--- config.mk ---
export PLATFORM = sky130hd
export DESIGN_NAME = condicionador_jogada_flat
export DESIGN_NICKNAME = d
export VERILOG_FILES = /design/src/rtl/condicionador_jogada_pkg.sv /design/src/rtl/condicionador_jogada_if.sv /design/src/rtl/condicionador_jogada_debounce_botao.sv /design/src/rtl/condicionador_jogada.sv /design/src/flat_wrapper.sv
export SDC_FILE = /design/constraint.sdc
export NUM_CORES = 1
export LEC_CHECK = 0
export ABC_AREA = 1
export BUFFER_PORTS_ARGS = -buffer_cell sky130_fd_sc_hd__buf_2
export CORE_ASPECT_RATIO = 1.4
export CORE_MARGIN = 5
export CORE_UTILIZATION = 49
export CTS_CLUSTER_SIZE = 12
export DETAILED_ROUTE_END_ITERATION = 8
export PLACE_DENSITY = 0.68
export SLEW_MARGIN = 40
export SYNTH_ARGS = -nofsm -noshare
export SYNTH_HDL_FRONTEND = slang
export SYNTH_SLANG_ARGS = --single-unit
--- constraint.sdc ---
create_clock -name clock -period 1.3 [get_ports clock]
set_input_delay 0.26 -clock clock [delete_from_list [all_inputs] [get_ports clock]]
set_output_delay 0.26 -clock clock [all_outputs]
set_load 0.01 [all_outputs]
--- src/rtl/condicionador_jogada_pkg.sv ---
// Shared definitions for the jogada input conditioner and for the game core
// datapath that consumes jogada[5:0]: button bit indices, the auto-repeat
// state encoding and the movement priority helpers.
package condicionador_jogada_pkg;

  localparam int N_BOTOES    = 6;
  localparam int N_MOV       = 4;

  localparam int JOG_UP      = 0;
  localparam int JOG_DOWN    = 1;
  localparam int JOG_LEFT    = 2;
  localparam int JOG_RIGHT   = 3;
  localparam int JOG_SPECIAL = 4;
  localparam int JOG_SHOT    = 5;

  // Auto-repeat FSM encoding (only used when AUTO_REPEAT_EN is defined)
  typedef enum logic [1:0] {
    OCIOSO = 2'd0,
    ESPERA = 2'd1,
    REPETE = 2'd2
  } estado_rep_t;

  // Keep only the lowest-index movement rise: up > down > left > right.
  function automatic logic [3:0] prioridade_mov(input logic [3:0] subida);
    logic [3:0] escolhido;
    escolhido = 4'b0000;
    if (subida[JOG_UP]) begin
      escolhido[JOG_UP] = 1'b1;
    end else if (subida[JOG_DOWN]) begin
      escolhido[JOG_DOWN] = 1'b1;
    end else if (subida[JOG_LEFT]) begin
      escolhido[JOG_LEFT] = 1'b1;
    end else if (subida[JOG_RIGHT]) begin
      escolhido[JOG_RIGHT] = 1'b1;
    end else begin
      escolhido = 4'b0000;
    end
    return escolhido;
  endfunction

  // Index of a one-hot movement vector (0 when empty).
  function automatic logic [1:0] indice_mov(input logic [3:0] one_hot);
    logic [1:0] idx;
    case (one_hot)
      4'b0001: idx = 2'd0;
      4'b0010: idx = 2'd1;
      4'b0100: idx = 2'd2;
      4'b1000: idx = 2'd3;
      default: idx = 2'd0;
    endcase
    return idx;
  endfunction

endpackage

--- src/rtl/condicionador_jogada_if.sv ---
// Button/jogada bus between the board side and the conditioner.
// master: board/bench side driving raw buttons and the enable.
// slave : conditioner side producing pulses and debounced levels.
interface condicionador_jogada_if;
  import condicionador_jogada_pkg::*;

  logic [N_BOTOES-1:0] botoes;
  logic                habilita;
  logic [N_BOTOES-1:0] jogada;
  logic                jogada_valida;
  logic [N_BOTOES-1:0] db_estavel;

  modport master (
    output botoes,
    output habilita,
    input  jogada,
    input  jogada_valida,
    input  db_estavel
  );

  modport slave (
    input  botoes,
    input  habilita,
    output jogada,
    output jogada_valida,
    output db_estavel
  );

endinterface

--- src/rtl/condicionador_jogada_debounce_botao.sv ---
// One button: 2-flop synchroniser, consecutive-stability counter and the
// accepted (stable) level. The level only flips after DEBOUNCE_CYCLES
// consecutive samples that disagree with it.
module condicionador_jogada_debounce_botao #(
  parameter int DEBOUNCE_CYCLES = 50000
) (
  input  logic clock,
  input  logic reset,
  input  logic botao_bruto,
  output logic estavel
);

  localparam int            CW     = $clog2(DEBOUNCE_CYCLES + 1);
  localparam logic [CW-1:0] LIMITE = CW'(DEBOUNCE_CYCLES - 1);

  logic [1:0]    sinc_q, sinc_d;
  logic [CW-1:0] cnt_q, cnt_d;
  logic          estavel_q, estavel_d;

  // Next-state: shift synchroniser, count disagreement, flip at the limit.
  always_comb begin
    sinc_d    = {sinc_q[0], botao_bruto};
    cnt_d     = cnt_q;
    estavel_d = estavel_q;
    if (sinc_q[1] == estavel_q) begin
      cnt_d = '0;
    end else if (cnt_q == LIMITE) begin
      estavel_d = ~estavel_q;
      cnt_d     = '0;
    end else begin
      cnt_d = cnt_q + CW'(1);
    end
  end

  // State registers with asynchronous active-low reset.
  always_ff @(posedge clock or negedge reset) begin
    if (!reset) begin
      sinc_q    <= 2'b00;
      cnt_q     <= '0;
      estavel_q <= 1'b0;
    end else begin
      sinc_q    <= sinc_d;
      cnt_q     <= cnt_d;
      estavel_q <= estavel_d;
    end
  end

  assign estavel = estavel_q;

endmodule

--- src/rtl/condicionador_jogada.sv ---
// Input conditioner upstream of the game core's jogada[5:0] input:
// debounce per button, rising-edge detection, movement arbitration,
// habilita masking and a registered single-cycle pulse output.
// Optional feature: define AUTO_REPEAT_EN to add the held-direction
// auto-repeat FSM (OCIOSO/ESPERA/REPETE). Without it a held button gives
// exactly one pulse.
module condicionador_jogada
  import condicionador_jogada_pkg::*;
#(
  parameter int DEBOUNCE_CYCLES = 50000
`ifdef AUTO_REPEAT_EN
  , parameter int REPEAT_DELAY  = 25000000
  , parameter int REPEAT_PERIOD = 5000000
`endif
) (
  input  logic                   clock,
  input  logic                   reset,
  condicionador_jogada_if.slave  bus
);

  logic [N_BOTOES-1:0] estavel_s;
  logic [N_BOTOES-1:0] estavel_ant_q, estavel_ant_d;
  logic [N_BOTOES-1:0] subida_s;
  logic [N_MOV-1:0]    mov_s;
  logic [N_MOV-1:0]    mov_fim_s;
  logic [N_BOTOES-1:0] jogada_q, jogada_d;
  logic                valida_q, valida_d;

  for (genvar i = 0; i < N_BOTOES; i++) begin : g_db
    condicionador_jogada_debounce_botao #(
      .DEBOUNCE_CYCLES(DEBOUNCE_CYCLES)
    ) u_db (
      .clock       (clock),
      .reset       (reset),
      .botao_bruto (bus.botoes[i]),
      .estavel     (estavel_s[i])
    );
  end

  // Rising edges of the debounced levels and movement arbitration.
  always_comb begin
    estavel_ant_d = estavel_s;
    subida_s      = estavel_s & ~estavel_ant_q;
    mov_s         = prioridade_mov(subida_s[JOG_RIGHT:JOG_UP]);
  end

`ifdef AUTO_REPEAT_EN
  localparam int            RW      = $clog2(REPEAT_DELAY + 1);
  localparam logic [RW-1:0] LIM_ATR = RW'(REPEAT_DELAY - 1);
  localparam logic [RW-1:0] LIM_PER = RW'(REPEAT_PERIOD - 1);

  estado_rep_t   estado_q, estado_d;
  logic [1:0]    dir_q, dir_d;
  logic [RW-1:0] cnt_rep_q, cnt_rep_d;
  logic [3:0]    rep_pulso_s;
  logic          mov_emit_s;

  // Repeat FSM: latch the emitted direction, wait, then repeat while held.
  // Only an emitted (unmasked) movement pulse arms the FSM, so a press
  // that was swallowed by habilita never starts repeating later.
  always_comb begin
    estado_d    = estado_q;
    dir_d       = dir_q;
    cnt_rep_d   = cnt_rep_q;
    rep_pulso_s = 4'b0000;
    mov_emit_s  = bus.habilita & (|mov_s);
    case (estado_q)
      OCIOSO: begin
        if (mov_emit_s) begin
          estado_d  = ESPERA;
          dir_d     = indice_mov(mov_s);
          cnt_rep_d = '0;
        end else begin
          cnt_rep_d = '0;
        end
      end
      ESPERA: begin
        if (mov_emit_s) begin
          estado_d  = ESPERA;
          dir_d     = indice_mov(mov_s);
          cnt_rep_d = '0;
        end else if (!estavel_s[dir_q]) begin
          estado_d  = OCIOSO;
          cnt_rep_d = '0;
        end else if (cnt_rep_q == LIM_ATR) begin
          estado_d    = REPETE;
          rep_pulso_s = 4'b0001 << dir_q;
          cnt_rep_d   = '0;
        end else begin
          cnt_rep_d = cnt_rep_q + RW'(1);
        end
      end
      REPETE: begin
        if (mov_emit_s) begin
          estado_d  = ESPERA;
          dir_d     = indice_mov(mov_s);
          cnt_rep_d = '0;
        end else if (!estavel_s[dir_q]) begin
          estado_d  = OCIOSO;
          cnt_rep_d = '0;
        end else if (cnt_rep_q == LIM_PER) begin
          rep_pulso_s = 4'b0001 << dir_q;
          cnt_rep_d   = '0;
        end else begin
          cnt_rep_d = cnt_rep_q + RW'(1);
        end
      end
      default: begin
        estado_d  = OCIOSO;
        cnt_rep_d = '0;
      end
    endcase
    mov_fim_s = (|mov_s) ? mov_s : rep_pulso_s;
  end

  // Repeat FSM state register.
  always_ff @(posedge clock or negedge reset) begin
    if (!reset) begin
      estado_q  <= OCIOSO;
      dir_q     <= 2'd0;
      cnt_rep_q <= '0;
    end else begin
      estado_q  <= estado_d;
      dir_q     <= dir_d;
      cnt_rep_q <= cnt_rep_d;
    end
  end
`else
  // Without auto-repeat only fresh movement rises reach the output.
  always_comb begin
    mov_fim_s = mov_s;
  end
`endif

  // Output mask: attack bits pass independently, habilita gates everything.
  always_comb begin
    jogada_d = '0;
    if (bus.habilita) begin
      jogada_d[JOG_RIGHT:JOG_UP] = mov_fim_s;
      jogada_d[JOG_SPECIAL]      = subida_s[JOG_SPECIAL];
      jogada_d[JOG_SHOT]         = subida_s[JOG_SHOT];
    end else begin
      jogada_d = '0;
    end
    valida_d = |jogada_d;
  end

  // Edge-detect history and registered outputs.
  always_ff @(posedge clock or negedge reset) begin
    if (!reset) begin
      estavel_ant_q <= '0;
      jogada_q      <= '0;
      valida_q      <= 1'b0;
    end else begin
      estavel_ant_q <= estavel_ant_d;
      jogada_q      <= jogada_d;
      valida_q      <= valida_d;
    end
  end

  assign bus.jogada        = jogada_q;
  assign bus.jogada_valida = valida_q;
  assign bus.db_estavel    = estavel_s;

endmodule

--- src/flat_wrapper.sv ---
// flat-port wrapper written by rule: the top's interface ports become plain ports
module condicionador_jogada_flat import condicionador_jogada_pkg::*;
#(
  parameter int DEBOUNCE_CYCLES = 50000

)
  (clock, reset, bus_botoes, bus_habilita, bus_jogada, bus_jogada_valida, bus_db_estavel);
  condicionador_jogada_if bus_i ();
  input  logic clock;
  input  logic reset;
  input wire logic [$bits(bus_i.botoes)-1:0] bus_botoes;
  input wire logic [$bits(bus_i.habilita)-1:0] bus_habilita;
  output wire logic [$bits(bus_i.jogada)-1:0] bus_jogada;
  output wire logic [$bits(bus_i.jogada_valida)-1:0] bus_jogada_valida;
  output wire logic [$bits(bus_i.db_estavel)-1:0] bus_db_estavel;
  assign bus_i.botoes = bus_botoes;
  assign bus_i.habilita = bus_habilita;
  assign bus_jogada = bus_i.jogada;
  assign bus_jogada_valida = bus_i.jogada_valida;
  assign bus_db_estavel = bus_i.db_estavel;
  condicionador_jogada #(.DEBOUNCE_CYCLES(DEBOUNCE_CYCLES)) u_core (.clock(clock), .reset(reset), .bus(bus_i));
endmodule
==> flow_summary.toml <==
[sta]
fmax_mhz = 733
final_hold_viol_count = 0
grt_setup_unrepaired = "true"
timing.final.ws_setup_ns = -0.0650
setup_violations = 24
period_share = 1.05
clock_skew_ns = 0.00656
relSlewSlack = 0.741
worst_slew_pin_slew_ns = 0.388
holdWs_ns = 0.159
finalMaxSlewViolations = 0
fin_crit_ns = 1.37

[min_path]
hold_depth = 3
min_from = "bus_habilita"
hold_end = "u_core.bus.jogada[5]$_DFF_PN0_"
hold_path.class = "in -> reg"

[logic_synthesis]
synth-async-reset-ratio = 1.00
synth-main-ff-cell = "dfrtp_1"
yosysUniqueCellTypes = 27
yosysSeqAreaShare = 0.491
syn_nets = 833
synth.top_cells.by_area = "dfrtp_1 49%, nor2_1 12%, nand2_1 9.8%"
synthCells = 818
ys_ff_latch = 127
synth_top_cell_by_area = "dfrtp_1"
synth-edff-count = 0
yosysMostFrequentCell = "nor2_1"
netlist_area_um2 = 6480
synth_top_area_share = 0.491
synth_commonest_cells = "213 x nor2_1, 169 x nand2_1, 127 x dfrtp_1, 90 x inv_1, 65 x nand3_1"
ys_warn_count = 0
synth.avg_cell_area_um2 = 7.92

[clock_tree]
clock_path_buffers = 2
clockRootBuffer = "clkbuf_16"
insertion_delay_ns = 0.42
numCtsBuffers = 17
htree_levels = 4
path_clk_slew_ns = 0.06
clock-sinks = 127
tritoncts = "built"

[routing]
drc = 0
vias_per_cell = 4.99
detail-route-antenna-nets = 0
drtPass1Iterations = 4
wl_um = 15100
drt-initial-drc-count = 237
vias = 5616
routedWlPerCell_um = 13.5

[placement]
portBuffers = 21
placed_cell_area_um2 = 7220
dp_hpwl_um = 10400
gp_congestion = 0.905

[global_routing]
grt_max_degree = 37
grt_pass1_wl_um = 25100
grt_overflow = 0
grt_pass1_vias = 5695
antenna_found_initial = 0
grt_usage = 0.198

[floorplan]
die-height_um = 146
rows = 49
dieArea_um2 = 15700
core_area_um2 = 12900
start_util = 0.501
io_pins = 22
fp.dieW_um = 107

[final_layout]
postLayoutCoreUtil = 0.684
diodes = 0
nets = 949
fillers = 979
syn2layout_area_growth_pct = 36.6
drive_gt1_frac = 0.316
fin_area_um2 = 8850

[setup_path]
worstPathRequired_ns = 1.60
critPathArrivalTime_ns = 1.67
rr_endpoint = "u_core.g_db[1].u_db.cnt_q[6]$_DFF_PN0_"
rrSetupSlack_ns = -0.07
worstReg2RegStart = "u_core.g_db[1].u_db.cnt_q[1]$_DFF_PN0_"
reg2reg_depth = 6
crit_fanout = 7
cp-start-kind = "register"
path_class = "reg -> reg"
end_kind = "register"

[power_and_ir_drop]
power_density_nw_per_um2 = 1120
fin_total_pwr_mw = 9.94
ir_drop_mv = 0.890
leakage_nw = 4.25

[run_status]
status = "finished, violations left"
violations = "negative setup slack"

[run]
maxCapViolCount = 0
[placed cells by master (no fill, tap or decap), types with 4 or more instances in the layout]
master,instances
nand2_4,9
inv_2,6
nand3_1,41
nand3_2,23
nand2_1,153
nor2_4,13
a31oi_1,8
xnor2_1,11
nor2_2,45
dfrtp_1,110
a21oi_2,4
a21o_1,4
buf_6,12
dlygate4sd3_1,7
nand4_1,19
o21ai_0,5
bufinv_16,5
inv_1,86
o21bai_1,6
clkbuf_16,17
a21oi_1,11
buf_12,4
nor3b_1,4
dfrtp_2,17
xor2_2,6
buf_2,15
ha_4,5
xor2_1,21
nand3_4,7
buf_4,65
nor2_1,157
nor3_4,8
nand2_2,14
nor3_2,7
[worst max path at each step]
| stage | end | slack [ns] | cells past startpoint | from |
|---|---|---|---|---|
| final | u_core.g_db[1].u_db.cnt_q[6]$_DFF_PN0_ | -0.07 | 6 | u_core.g_db[1].u_db.cnt_q[1]$_DFF_PN0_ |
| after global routing | u_core.g_db[0].u_db.cnt_q[1]$_DFF_PN0_ | -0.14 | 7 | u_core.g_db[0].u_db.cnt_q[0]$_DFF_PN0_ |
| after CTS | u_core.g_db[5].u_db.cnt_q[6]$_DFF_PN0_ | -0.03 | 6 | u_core.g_db[5].u_db.cnt_q[1]$_DFF_PN0_ |
| after detailed placement | u_core.g_db[5].u_db.cnt_q[4]$_DFF_PN0_ | -0.09 | 6 | u_core.g_db[5].u_db.cnt_q[0]$_DFF_PN0_ |
| after global placement | u_core.g_db[5].u_db.cnt_q[8]$_DFF_PN0_ | -0.06 | 6 | u_core.g_db[5].u_db.cnt_q[0]$_DFF_PN0_ |
| after floorplan | u_core.g_db[3].u_db.cnt_q[8]$_DFF_PN0_ | 0.003 | 6 | u_core.g_db[3].u_db.cnt_q[0]$_DFF_PN0_ |
[cell type report]
cell class	instances	area [µm²]	share of cell area
Tap cell	178	223	0.0252
Inverter	94	358	0.0404
Sequential cell	127	3200	0.362
Multi-Input combinational cell	591	3550	0.401
Clock buffer	20	467	0.0527
Timing Repair Buffer	103	848	0.0959
Clock inverter	12	204	0.0230
[critical path, stage by stage (launching register included)]
cell     delay [ns]
dfrtp_1        0.42
ha_4           0.17
nand3_4        0.11
nor3_4         0.21
nand2_2        0.13
nand2_4        0.16
nor2_1         0.05
[routing by layer]
layer,GRT usage,vias up,share of wire
met5,0,-,0
met4,0.0825,0,0.022
met3,0.0486,27,0.028
met2,0.344,86,0.54
met1,0.232,2689,0.41
li1,-,2814,-
[registers in the layout, indices dropped and copies added, names as in the netlist]
| register | count |
|---|---|
| u_core.g_db.u_db.estavel | 6 |
| u_core.g_db.u_db.sinc_q | 12 |
| u_core.estavel_ant_q | 6 |
| u_core.g_db.u_db.cnt_q | 96 |
| u_core.bus.jogada_valida | 1 |
| u_core.bus.jogada | 6 |
[per-stage QoR]
step                setup TNS [ns]  worst slack, ns  instances
detailed placement           -1.45          -0.0899       1066
floorplan                        0          0.00328        818
global route                 -4.04           -0.138       1125
CTS                         -0.297          -0.0277       1112
global placement            -0.470          -0.0640       1066
finish                      -0.629          -0.0650       1125
[cell families after synthesis]
| group | after synthesis | share of synthesized area |
|---|---|---|
| AND/OR/NAND/NOR | 507 | 0.342 |
| flip-flops | 127 | 0.491 |
| buffers and inverters | 100 | 0.0614 |
| AO/OA/AOI/OAI | 39 | 0.0355 |
| XOR/XNOR | 39 | 0.0585 |
| adder cells (fa/ha/maj) | 6 | 0.0116 |
[report_power, final]
group,internal [mW],switching (mW),leakage (nW)
Clock,3.57,1.78,0.320
Combinational,0.217,0.284,2.23
Sequential,4.02,0.0738,1.70
[what timing repair did]
action / CTS / global route
resized for setup: 35 / 156
pin swaps: 14 / 47
endpoints found under the hold margin: 116 / 0
buffers inserted: 7 / 15
hold buffers: 7 / 0
endpoints found under the setup margin: 53 / 92
Note: power is estimated with default switching activity, not from simulation.
